**config.mk**
```make
export PLATFORM = sky130hd
export DESIGN_NAME = nibble_serial_add_ctrl
export DESIGN_NICKNAME = d
export VERILOG_FILES = /design/src/rtl/nibble_serial_add_ctrl.sv
export SDC_FILE = /design/constraint.sdc
export NUM_CORES = 1
export LEC_CHECK = 0
export BUFFER_PORTS_ARGS = -buffer_cell sky130_fd_sc_hd__buf_4
export CORE_AREA = 8 8 100 102
export DETAILED_ROUTE_END_ITERATION = 8
export DIE_AREA = 0 0 108 110
export GPL_TIMING_DRIVEN = 0
export SLEW_MARGIN = 10
export SYNTH_ARGS = -nofsm -noshare
export SYNTH_HDL_FRONTEND = slang
export SYNTH_SLANG_ARGS = --single-unit
```
**constraint.sdc**
```tcl
create_clock -name clk -period 2.2 [get_ports clk]
set_input_delay 0.11 -clock clk [delete_from_list [all_inputs] [get_ports clk]]
set_output_delay 0.11 -clock clk [all_outputs]
set_load 0.05 [all_outputs]
```
**src/rtl/nibble_serial_add_ctrl.sv**
```systemverilog
// Serial WIDTH-bit adder sequencer driving a shared 4-bit ripple-carry slice, LS nibble first.
// Optional `OVERFLOW_FLAG_EN adds out_ovf (signed overflow of the final nibble).
module nibble_serial_add_ctrl #(
    parameter int WIDTH = 16
) (
    input  logic             clk,
    input  logic             rst,
    input  logic             in_valid,
    output logic             in_ready,
    input  logic [WIDTH-1:0] in_a,
    input  logic [WIDTH-1:0] in_b,
    input  logic             in_cin,
    output logic             out_valid,
    input  logic             out_ready,
    output logic [WIDTH-1:0] out_sum,
    output logic             out_cout,
`ifdef OVERFLOW_FLAG_EN
    output logic             out_ovf,
`endif
    output logic [3:0]       add_a,
    output logic [3:0]       add_b,
    output logic             add_cin,
    input  logic [3:0]       add_sum,
    input  logic [3:0]       add_cout
);

    localparam int NIB = WIDTH / 4;
    localparam int IW  = (NIB > 1) ? $clog2(NIB) : 1;

    localparam logic [1:0] IDLE = 2'd0;
    localparam logic [1:0] RUN  = 2'd1;
    localparam logic [1:0] DONE = 2'd2;

    localparam logic [IW-1:0] LAST_IDX = IW'(NIB - 1);

    logic [1:0]       state_r;
    logic [IW-1:0]    idx_r;
    logic             carry_r;
    logic [WIDTH-1:0] a_r;
    logic [WIDTH-1:0] b_r;
    logic [WIDTH-1:0] sum_r;
    logic             out_valid_r;
    logic             out_cout_r;
    logic             ovf_r;
    logic [IW+1:0]    bit_off_s;

    // Bit offset of the current nibble inside the operand/sum registers.
    assign bit_off_s = {idx_r, 2'b00};

    assign in_ready  = (state_r == IDLE) & ~rst;
    assign out_valid = out_valid_r;
    assign out_sum   = sum_r;
    assign out_cout  = out_cout_r;
`ifdef OVERFLOW_FLAG_EN
    assign out_ovf   = ovf_r;
`endif

    // Slice operand pins: live only in RUN, quiet otherwise.
    always_comb begin
        add_a   = 4'h0;
        add_b   = 4'h0;
        add_cin = 1'b0;
        case (state_r)
            RUN: begin
                add_a   = a_r[bit_off_s +: 4];
                add_b   = b_r[bit_off_s +: 4];
                add_cin = carry_r;
            end
            default: begin
                add_a   = 4'h0;
                add_b   = 4'h0;
                add_cin = 1'b0;
            end
        endcase
    end

    // Sequencer state, operand capture and per-nibble result accumulation.
    always_ff @(posedge clk) begin
        if (rst) begin
            state_r     <= IDLE;
            idx_r       <= '0;
            carry_r     <= 1'b0;
            a_r         <= '0;
            b_r         <= '0;
            sum_r       <= '0;
            out_valid_r <= 1'b0;
            out_cout_r  <= 1'b0;
            ovf_r       <= 1'b0;
        end else begin
            case (state_r)
                IDLE: begin
                    if (in_valid) begin
                        a_r     <= in_a;
                        b_r     <= in_b;
                        carry_r <= in_cin;
                        idx_r   <= '0;
                        state_r <= RUN;
                    end
                end
                RUN: begin
                    sum_r[bit_off_s +: 4] <= add_sum;
                    carry_r               <= add_cout[3];
                    if (idx_r == LAST_IDX) begin
                        state_r     <= DONE;
                        out_valid_r <= 1'b1;
                        out_cout_r  <= add_cout[3];
                        ovf_r       <= add_cout[3] ^ add_cout[2];
                        idx_r       <= '0;
                    end else begin
                        idx_r <= idx_r + IW'(1);
                    end
                end
                DONE: begin
                    if (out_ready) begin
                        out_valid_r <= 1'b0;
                        state_r     <= IDLE;
                    end
                end
                default: begin
                    state_r     <= IDLE;
                    out_valid_r <= 1'b0;
                end
            endcase
        end
    end

`ifndef OVERFLOW_FLAG_EN
    logic unused_ovf_s;
    assign unused_ovf_s = ovf_r;
`endif

endmodule

```
==> results of run 1 <==
==> stage by stage <==
step | TNS [ns] | instances | area, um^2 | worst slack [ns] | utilization
after floorplan | 0 | 275 | 2430 | 0.242 | -
after global placement | -0.611 | 451 | 3080 | -0.150 | 0.364
after detailed placement | -0.646 | 451 | 3080 | -0.164 | 0.364
after CTS | 0 | 459 | 3210 | 0.0263 | 0.380
after global routing | -0.00249 | 459 | 3230 | -0.00211 | 0.382
final | 0 | 459 | 3230 | 0.121 | 0.382
==> Yosys cell counts (all sizes together), types with 3 or more instances <==
cell type and number:
nand3b 4, mux4 8, a22o 4, nor2 3, or3b 3, inv 3, nand4 12, clkbuf 12
a21oi 50, buf 8, nand2b 3, ha 6, nor3 3, and2 9, nand2 79, dfxtp 55
==> report_power, final <==
part           switching, mW  internal (mW)  total (mW)
clock                  0.321          0.455       0.776
combinational          0.191          0.147       0.338
sequential            0.0232           1.04        1.06
total                  0.535           1.64        2.18
==> area by class of cell <==
cell class / count / area [um^2] / area share
Sequential cell: 55 / 1100 / 0.342
Clock buffer: 6 / 72.6 / 0.0225
Inverter: 3 / 15.0 / 0.00465
Tap cell: 108 / 135 / 0.0418
Clock inverter: 2 / 60.1 / 0.0186
Timing Repair Buffer: 69 / 518 / 0.160
Multi-Input combinational cell: 197 / 1230 / 0.381
Buffer: 19 / 93.8 / 0.0290
==> state kept, by name (all words and copies together), names as in the netlist <==
register   count
state_r        2
a_r           16
out_cout       1
out_sum       16
b_r           16
carry_r        1
idx_r          2
out_valid      1
==> cell families after synthesis <==
kind of cell / share of synthesized area
buffers and inverters: 0.0463
multiplexers: 0.0884
AO/OA/AOI/OAI: 0.125
adder cells (fa/ha/maj): 0.0308
flip-flops: 0.452
AND/OR/NAND/NOR: 0.257
==> worst min path at each step <==
| stage | endpoint | slack [ns] | cells past startpoint | startpoint |
|---|---|---|---|---|
| 5_1_grt | a_r[6] | 0.02 | 3 | in_a[6] |
| 4_1_cts | b_r[3] | 0.03 | 3 | in_b[3] |
| 3_3_place_gp | a_r[2] | 0.36 | 3 | in_a[2] |
| 6_report | b_r[3] | 0.04 | 3 | in_b[3] |
| 3_5_place_dp | out_sum[8] | 0.36 | 2 | add_sum[0] |
| 2_1_floorplan | out_sum[10] | 0.24 | 1 | add_sum[2] |
==> per-layer routing <==
| metal | track usage | wire length [um] |
|---|---|---|
| met1 | 0.143 | 2890 |
| met2 | 0.201 | 3270 |
| met3 | 0.0384 | 523 |
| met4 | 0.0327 | 87 |
| met5 | 0 | 0 |
==> worst min-delay path, delay by kind of cell <==
family / cells / cell delay (ns)
buf+inv: 1 / 0.11
compound gates: 1 / 0.05
simple gates: 1 / 0.04
==> repair_timing <==
action | CTS | global route
endpoints found under the setup margin | 7 | 6
buffers inserted | 0 | 1
resized for setup | 1 | 9
pin swaps | 0 | 2
==> impl_metrics.toml, run 1 <==
[clock_tree]
cts_tree = "yes"
cts_buffer_depth = 2
cts_hold_buf = 0
cts-root-buf = "clkbuf_8"
clock_latency_ns = 0.30
clock-sinks = 55
htreeDepth = 2
cts-buffers-inserted = 5
path_clk_slew_ns = 0.10

[sta]
finalHoldViolCount = 0
slew_viol_final = 0
max_freq_mhz = 481
fin_crit_ns = 2.08
finClkSkew_ns = 0.00558
period_share = 0.945
maxSlewHeadroom = 0.650
timing.hold.ws_ns = 0.0416
setup_violations = 0
tightest_slew_ns = 0.525

[cells_and_area]
drive_gt1_frac = 0.276
final_common_cell = "nand2_1"
nNetsFinal = 401
area_growth_pct = 32.8
diodes = 0
final_cell_mix = "nand2_1 (79), buf_4 (70), dfxtp_1 (54)"
n_fill_cell = 869

[critical_path]
cp-startpoint = "idx_r[0]"
path_buf_inv = 2
path_cells = "buf_8, clkinvlp_4, ha_4, or3b_1, nor4_4, a22o_1"
reg2reg_setup_slack_ns = 0.12
critPathCaptureType = "flop"
crit_family = "simple AND/OR/NAND/NOR gates"
worstSetupPathType = "flop to flop"
cp.depth = 6
endpoint = "out_sum[10]"
crit_slowest_cell = "or3b_1"
arrival_ns = 2.33
slowest_delay_ns = 0.40
cp-start-kind = "flop"
critPathMaxFanout = 14
critPathRequiredTime_ns = 2.45
r2r-start = "idx_r[0]"
timing.rr.end = "out_sum[10]"
r2r_cells = 6

[routing]
post-route-drc-count = 0
vias_per_cell = 4.70
routedWlPerCell_um = 14.8
firstDrtPassIters = 4
first_iter_violations = 82
wirelength_um = 6780
ant_nets = 0
vias = 2157

[synthesis]
synth_warnings = 0
synthesis.nets = 326
ys_ff_latch = 55
yosysUniqueCellTypes = 30
ys_seq_area_frac = 0.452
synth_edf_count = 0
syn-cell-area_um2 = 2430
synth_cells = 275
yosysTopAreaCell = "dfxtp_1"
syn_avg_cell_area_um2 = 8.85
synthTopCellsByArea = "dfxtp_1 (45%), nand2_1 (12%), a21oi_1 (10%)"
async_flop_share = 0
synth_top_cell_area_share = 0.452
ys.flop_type = "dfxtp_1"

[floorplan]
rows = 34
die_x_um = 108
core_area_um2 = 8470
dieArea_um2 = 11900
initial_utilization = 0.287
ios = 73
die_h_um = 110

[placement]
routabilityCongestion = 0.792
place_hpwl_um = 5210
portBuffers = 68

[power_and_ir_drop]
vdd_drop_max_uv = 278
powerDensity_nw_per_um2 = 673
power_mw = 2.18
cellLeakagePower_nw = 1.30

[global_route]
grt_pass1_vias = 2254
grt_pass1_wl_um = 11300
overflow = 0
track_usage = 0.119
grt_max_degree = 17
antenna_found_initial = 0

[worst_hold_path]
hold_class = "primary input to flop"

[run_status]
status = "finished clean"

[job]
maxCapViolations = 0
Power figures use the tool's default switching activity.
==> inputs of run 2 (changes only) <==
--- a/config.mk
+++ b/config.mk
@@ -5,7 +5,9 @@
 export SDC_FILE = /design/constraint.sdc
 export NUM_CORES = 1
 export LEC_CHECK = 0
+export ABC_AREA = 1
 export BUFFER_PORTS_ARGS = -buffer_cell sky130_fd_sc_hd__buf_4
+export CAP_MARGIN = 20
 export CORE_AREA = 8 8 100 102
 export DETAILED_ROUTE_END_ITERATION = 8
 export DIE_AREA = 0 0 108 110
==> run 2 against run 1 <==
Net effect:
- non-clock buffer count is 1 higher
- hold slack gained 0.0015 ns
- total power fell by 5.0%
- design area shrank 0.81%
- synthesized cell count increased by 28%
- global-route usage down 0.26 points
- synthesized area up 0.15%
- sequential power hardly changed
- clock-buffer cell count fell by 1
- die area did not move
- critical path type is now flop to primary output
==> impl_metrics.toml, run 2 <==
[run_status]
status = "finished clean"

[critical_path]
arrival_ns = 1.82
critPathRequiredTime_ns = 2.09
worstSetupPathType = "flop to primary output"
critPathMaxFanout = 11
r2r_cells = 9
cp-start-kind = "flop"
critPathCaptureType = "primary output"

[sta]
period_share = 0.877
tightest_slew_ns = 0.465
finClkSkew_ns = 0.00881
final.setup.tns_ns = 0
timing.hold.ws_ns = 0.0431
maxSlewHeadroom = 0.690
fin_crit_ns = 1.93
finalHoldViolCount = 0
slew_viol_final = 0
max_freq_mhz = 518
setup_violations = 0
rsz0062_at_grt = "no"

[global_route]
grt_pass1_wl_um = 11200
track_usage = 0.117
grt_pass1_vias = 2412
antenna_found_initial = 0
overflow = 0
grt_max_degree = 18

[clock_tree]
clock_latency_ns = 0.31
cts_tree = "yes"
htreeDepth = 2
path_clk_slew_ns = 0.10
cts_buffer_depth = 2
cts-root-buf = "clkbuf_8"
clock-sinks = 55
cts-buffers-inserted = 5

[synthesis]
ys_ff_latch = 55
synth_warnings = 0
yosysUniqueCellTypes = 20
synthesis.nets = 404
syn-cell-area_um2 = 2440
syn_avg_cell_area_um2 = 6.90
ys.flop_type = "dfxtp_1"
synthTopCellsByCount = "nor2_1 (111), dfxtp_1 (55), o21ai_0 (49)"
synth_edf_count = 0
synth_cells = 353
yosysMostFrequentCell = "nor2_1"
ys_seq_area_frac = 0.452
yosysTopAreaCell = "dfxtp_1"
async_flop_share = 0
synth_top_cell_area_share = 0.452
synthTopCellsByArea = "dfxtp_1 (45%), nor2_1 (17%), o21ai_0 (10%)"

[power_and_ir_drop]
switching_share = 0.302
cellLeakagePower_nw = 1.38
powerDensity_nw_per_um2 = 645
internal_power_mw = 1.44
pwr-share-comb = 0.201
vdd_drop_max_uv = 257
power.switching_mw = 0.623
seq_power_share = 0.527
pwr-share-clk = 0.272

[worst_hold_path]
hold_class = "primary input to flop"
holdPathStages = 3

[floorplan]
die_h_um = 110
core_area_um2 = 8470
rows = 34
die_x_um = 108
initial_utilization = 0.288
dieArea_um2 = 11900
ios = 73

[cells_and_area]
area_growth_pct = 31.5
diodes = 0
final_common_cell = "nor2_1"
drive_gt1_frac = 0.215
n_fill_cell = 926
final_cell_mix = "nor2_1 (111), buf_4 (72), dfxtp_1 (55)"
nNetsFinal = 482

[routing]
routedWlPerCell_um = 12.4
vias = 2405
vias_per_cell = 4.45
post-route-drc-count = 0
ant_nets = 0
firstDrtPassIters = 4
first_iter_violations = 102
wirelength_um = 6690

[placement]
routabilityCongestion = 0.776
portBuffers = 69
place_hpwl_um = 5270

[job]
maxCapViolations = 0
[run 2: cell types whose count changed in the layout (fill, tap and decap cells not counted), moves of 8 or more]
cell and delta:
nand4_1 -12, nand2_1 -33, nand3_1 +9, inv_1 +14, o21ai_0 +47, and2_1 -8
a21oi_1 -22, nor2_1 +108
[run 2: logic make-up (layout without fill, tap and decap cells)]
group           Yosys count  count (layout)  share of synthesized area
fa+ha+maj                 6               6                     0.0308
simple gates            176             176                      0.282
flops                    55              55                      0.452
buf+inv                  37             116                     0.0719
compound gates           79              79                      0.163
[run 2: layout make-up]
class / instances / area [um^2] / area share
plain buffers: 18 / 109 / 0.0340
clock buffers: 5 / 68.8 / 0.0215
clock inverters: 3 / 20.0 / 0.00625
inverters: 19 / 75.1 / 0.0234
multi-input cells: 261 / 1160 / 0.362
flip-flops and latches: 55 / 1100 / 0.343
well taps: 108 / 135 / 0.0422
repair buffers: 71 / 536 / 0.167
[run 2: path summary, 6_finish.rpt]
path               from           to  slack (ns)
min reg2reg  out_sum[4]   out_sum[4]        0.47
max reg2reg    idx_r[0]  out_sum[12]        0.29
max            idx_r[1]     add_b[1]        0.27
min             in_b[8]       b_r[8]        0.04
[run 2: metal layers]
| layer | GRT usage | routed length (um) | up-vias |
|---|---|---|---|
| met5 | 0 | 0 | - |
| met2 | 0.195 | 3140 | 58 |
| met4 | 0.0297 | 65 | 0 |
| met3 | 0.0390 | 475 | 6 |
| met1 | 0.141 | 3010 | 1062 |
| li1 | - | - | 1279 |
[run 2: stage by stage]
| step | instance area [um^2] | worst slack (ns) | instances | power (mW) | util |
|---|---|---|---|---|---|
| floorplan | 2440 | 0.348 | 353 | 1.38 | - |
| global placement | 3090 | 0.0655 | 530 | 1.53 | 0.365 |
| detailed placement | 3090 | 0.0801 | 530 | 1.53 | 0.365 |
| CTS | 3190 | 0.0523 | 539 | 2.09 | 0.377 |
| global route | 3210 | 0.0264 | 540 | 2.19 | 0.379 |
| finish | 3210 | 0.270 | 540 | 2.07 | 0.379 |
[run 2: power groups by stage]
stage	Sequential (mW)	Clock (mW)	Combinational, mW
final	1.09	0.562	0.416
after global routing	1.10	0.627	0.469
after CTS	1.09	0.582	0.422
after detailed placement	1.11	0	0.419
after global placement	1.11	0	0.416
after floorplan	1.12	0	0.259
[run 2: what timing repair did]
item                                    CTS  global route
gates resized for setup                   0             3
setup buffers                             0             1
hold endpoints to repair                  1             0
endpoints found under the setup margin    0            23
hold buffers                              1             0
[run 2: critical path, stage by stage, from the launching register on]
cell	delay [ns]
dfxtp_1	0.39
clkbuf_4	0.24
clkinvlp_4	0.25
nor2_1	0.15
o21ai_0	0.08
a21oi_1	0.16
buf_4	0.22
==> inputs of run 3 (changes only) <==
--- a/config.mk
+++ b/config.mk
@@ -8,9 +8,9 @@
 export ABC_AREA = 1
 export BUFFER_PORTS_ARGS = -buffer_cell sky130_fd_sc_hd__buf_4
 export CAP_MARGIN = 20
-export CORE_AREA = 8 8 100 102
+export CORE_AREA = 8 8 73 139
 export DETAILED_ROUTE_END_ITERATION = 8
-export DIE_AREA = 0 0 108 110
+export DIE_AREA = 0 0 81 147
 export GPL_TIMING_DRIVEN = 0
 export SLEW_MARGIN = 10
 export SYNTH_ARGS = -nofsm -noshare
==> run 3 against run 2 <==
Net effect:
- register-to-register slack got worse by 0.08 ns
- utilization rose by 1.2 points
- design area rose by 2.4%
- hold slack improved by 0.020 ns
- clock skew fell by 0.0064 ns
- sequential power barely moved
- die area rose by 0.23%
==> impl_metrics.toml, run 3 (synthesis gave the netlist of run 2 again) <==
[critical_path]
reg2reg_setup_slack_ns = 0.21
critPathCaptureType = "flop"
cp-start-kind = "flop"
r2r_cells = 8
slowest_delay_ns = 0.38
cp-startpoint = "idx_r[0]"
path_buf_inv = 4
r2r-start = "idx_r[0]"
critPathMostFrequentCell = "buf_2"
cp.depth = 8
worstSetupPathType = "flop to flop"
crit_slowest_cell = "dfxtp_1"
arrival_ns = 2.21
timing.rr.end = "out_sum[7]"
path_cells = "buf_2, inv_2, buf_2, ha_1, buf_2, nor3_1, nand2_1, a21oi_1"
crit_family = "buffers and inverters"
endpoint = "out_sum[7]"
critPathRequiredTime_ns = 2.42
critPathMaxFanout = 12

[routing]
vias = 2401
ant_nets = 0
first_iter_violations = 142
routedWlPerCell_um = 12.7
post-route-drc-count = 0
vias_per_cell = 4.50
firstDrtPassIters = 4
wirelength_um = 6760

[cells_and_area]
final_common_cell = "nor2_1"
postLayoutCellArea_um2 = 3280
final_cell_mix = "nor2_1 (111), buf_4 (73), dfxtp_1 (55)"
diodes = 0
area_growth_pct = 34.7
stdcell_count = 533
nNetsFinal = 483
drive_gt1_frac = 0.217
n_fill_cell = 943

[global_route]
grt_max_degree = 17
track_usage = 0.116
antenna_found_initial = 0
grt_pass1_vias = 2363
overflow = 0
grt_pass1_wl_um = 10900

[floorplan]
rows = 48
ios = 73
core_area_um2 = 8410
die_h_um = 147
initial_utilization = 0.290
dieArea_um2 = 11900
die_x_um = 81

[placement]
dp.cells = 522
place_hpwl_um = 5180
portBuffers = 69
place_area_um2 = 3080
routabilityCongestion = 0.818

[sta]
slew_viol_final = 0
fin_crit_ns = 1.99
final.setup.tns_ns = 0
finClkSkew_ns = 0.00237
period_share = 0.904
tightest_slew_ns = 0.472
max_freq_mhz = 503
setup_violations = 0
finalHoldViolCount = 0
rsz0062_at_grt = "no"
maxSlewHeadroom = 0.685

[clock_tree]
htreeDepth = 2
cts_buffer_depth = 2
cts_tree = "yes"
path_clk_slew_ns = 0.07
clock_latency_ns = 0.30
clock-sinks = 55
cts-buffers-inserted = 5
cts-root-buf = "clkbuf_16"

[power_and_ir_drop]
seq_power_share = 0.449
vdd_drop_max_uv = 354
powerDensity_nw_per_um2 = 740
pwr-share-clk = 0.379
power.switching_mw = 0.641
internal_power_mw = 1.79
cellLeakagePower_nw = 1.44
pwr-share-comb = 0.172
switching_share = 0.264

[run_status]
status = "finished clean"

[job]
maxCapViolations = 0

[worst_hold_path]
hold_class = "primary input to flop"
## run 3: cell count changes in the layout (fill, tap and decap cells not counted)
cell	delta
bufinv_16	+1
clkbuf_8	-4
buf_4	+1
clkbuf_16	+5
clkinvlp_4	-2
clkbuf_4	-2
buf_2	+2
## run 3: worst reg2reg max path: cells and delay by family (launching register included)
kind | cells | cell delay (ns)
buffers and inverters | 4 | 0.75
and+or+nand+nor | 2 | 0.39
DFF | 1 | 0.38
adders and majority gates | 1 | 0.25
AOI/OAI and AO/OA | 1 | 0.14
## run 3: cell type report
type / count / area (um^2) / share of cell area
tap: 100 / 125 / 0.0381
inverter: 19 / 75.1 / 0.0229
sequential: 55 / 1100 / 0.335
clock buffer: 6 / 139 / 0.0423
timing repair buffer: 72 / 543 / 0.165
multi-input combinational: 261 / 1160 / 0.354
clock inverter: 2 / 35.0 / 0.0107
buffer: 18 / 104 / 0.0316
## run 3: worst min-delay path by stage
stage | depth (start not counted) | end | from
2_1_floorplan | 1 | out_sum[4] | rst
3_3_place_gp | 2 | out_sum[4] | rst
3_5_place_dp | 2 | out_sum[4] | rst
4_1_cts | 3 | b_r[11] | in_b[11]
5_1_grt | 3 | b_r[11] | in_b[11]
6_report | 3 | b_r[14] | in_b[14]
## run 3: per-layer routing
metal / up-vias / GRT usage / wire length, um
li1: 1287 / - / -
met1: 1037 / 0.142 / 3050
met2: 72 / 0.182 / 3020
met3: 5 / 0.0416 / 609
met4: 0 / 0.0396 / 85
met5: - / 0 / 0
## run 3: power groups by stage
stage               Sequential [mW]  Clock, mW  Combinational (mW)
floorplan                      1.12          0               0.259
global placement               1.11          0               0.415
detailed placement             1.11          0               0.418
CTS                            1.09      0.941               0.422
global route                   1.10      0.980               0.477
finish                         1.09      0.921               0.418
## run 3: stage by stage
stage | utilization | setup WS (ns) | total power [mW] | hold WS [ns]
after floorplan | - | 0.348 | 1.38 | 0.179
after global placement | 0.366 | 0.0842 | 1.53 | 0.292
after detailed placement | 0.366 | 0.0595 | 1.53 | 0.303
after CTS | 0.388 | 0.0462 | 2.45 | 0.0635
after global routing | 0.390 | 0.000363 | 2.55 | 0.0737
final | 0.390 | 0.212 | 2.43 | 0.0633
## run 3: what timing repair did
item,in CTS,in global routing
endpoints found under the hold margin,1,0
gates resized for setup,0,1
hold buffers,1,0
setup buffers,0,2
setup endpoints to repair,0,24
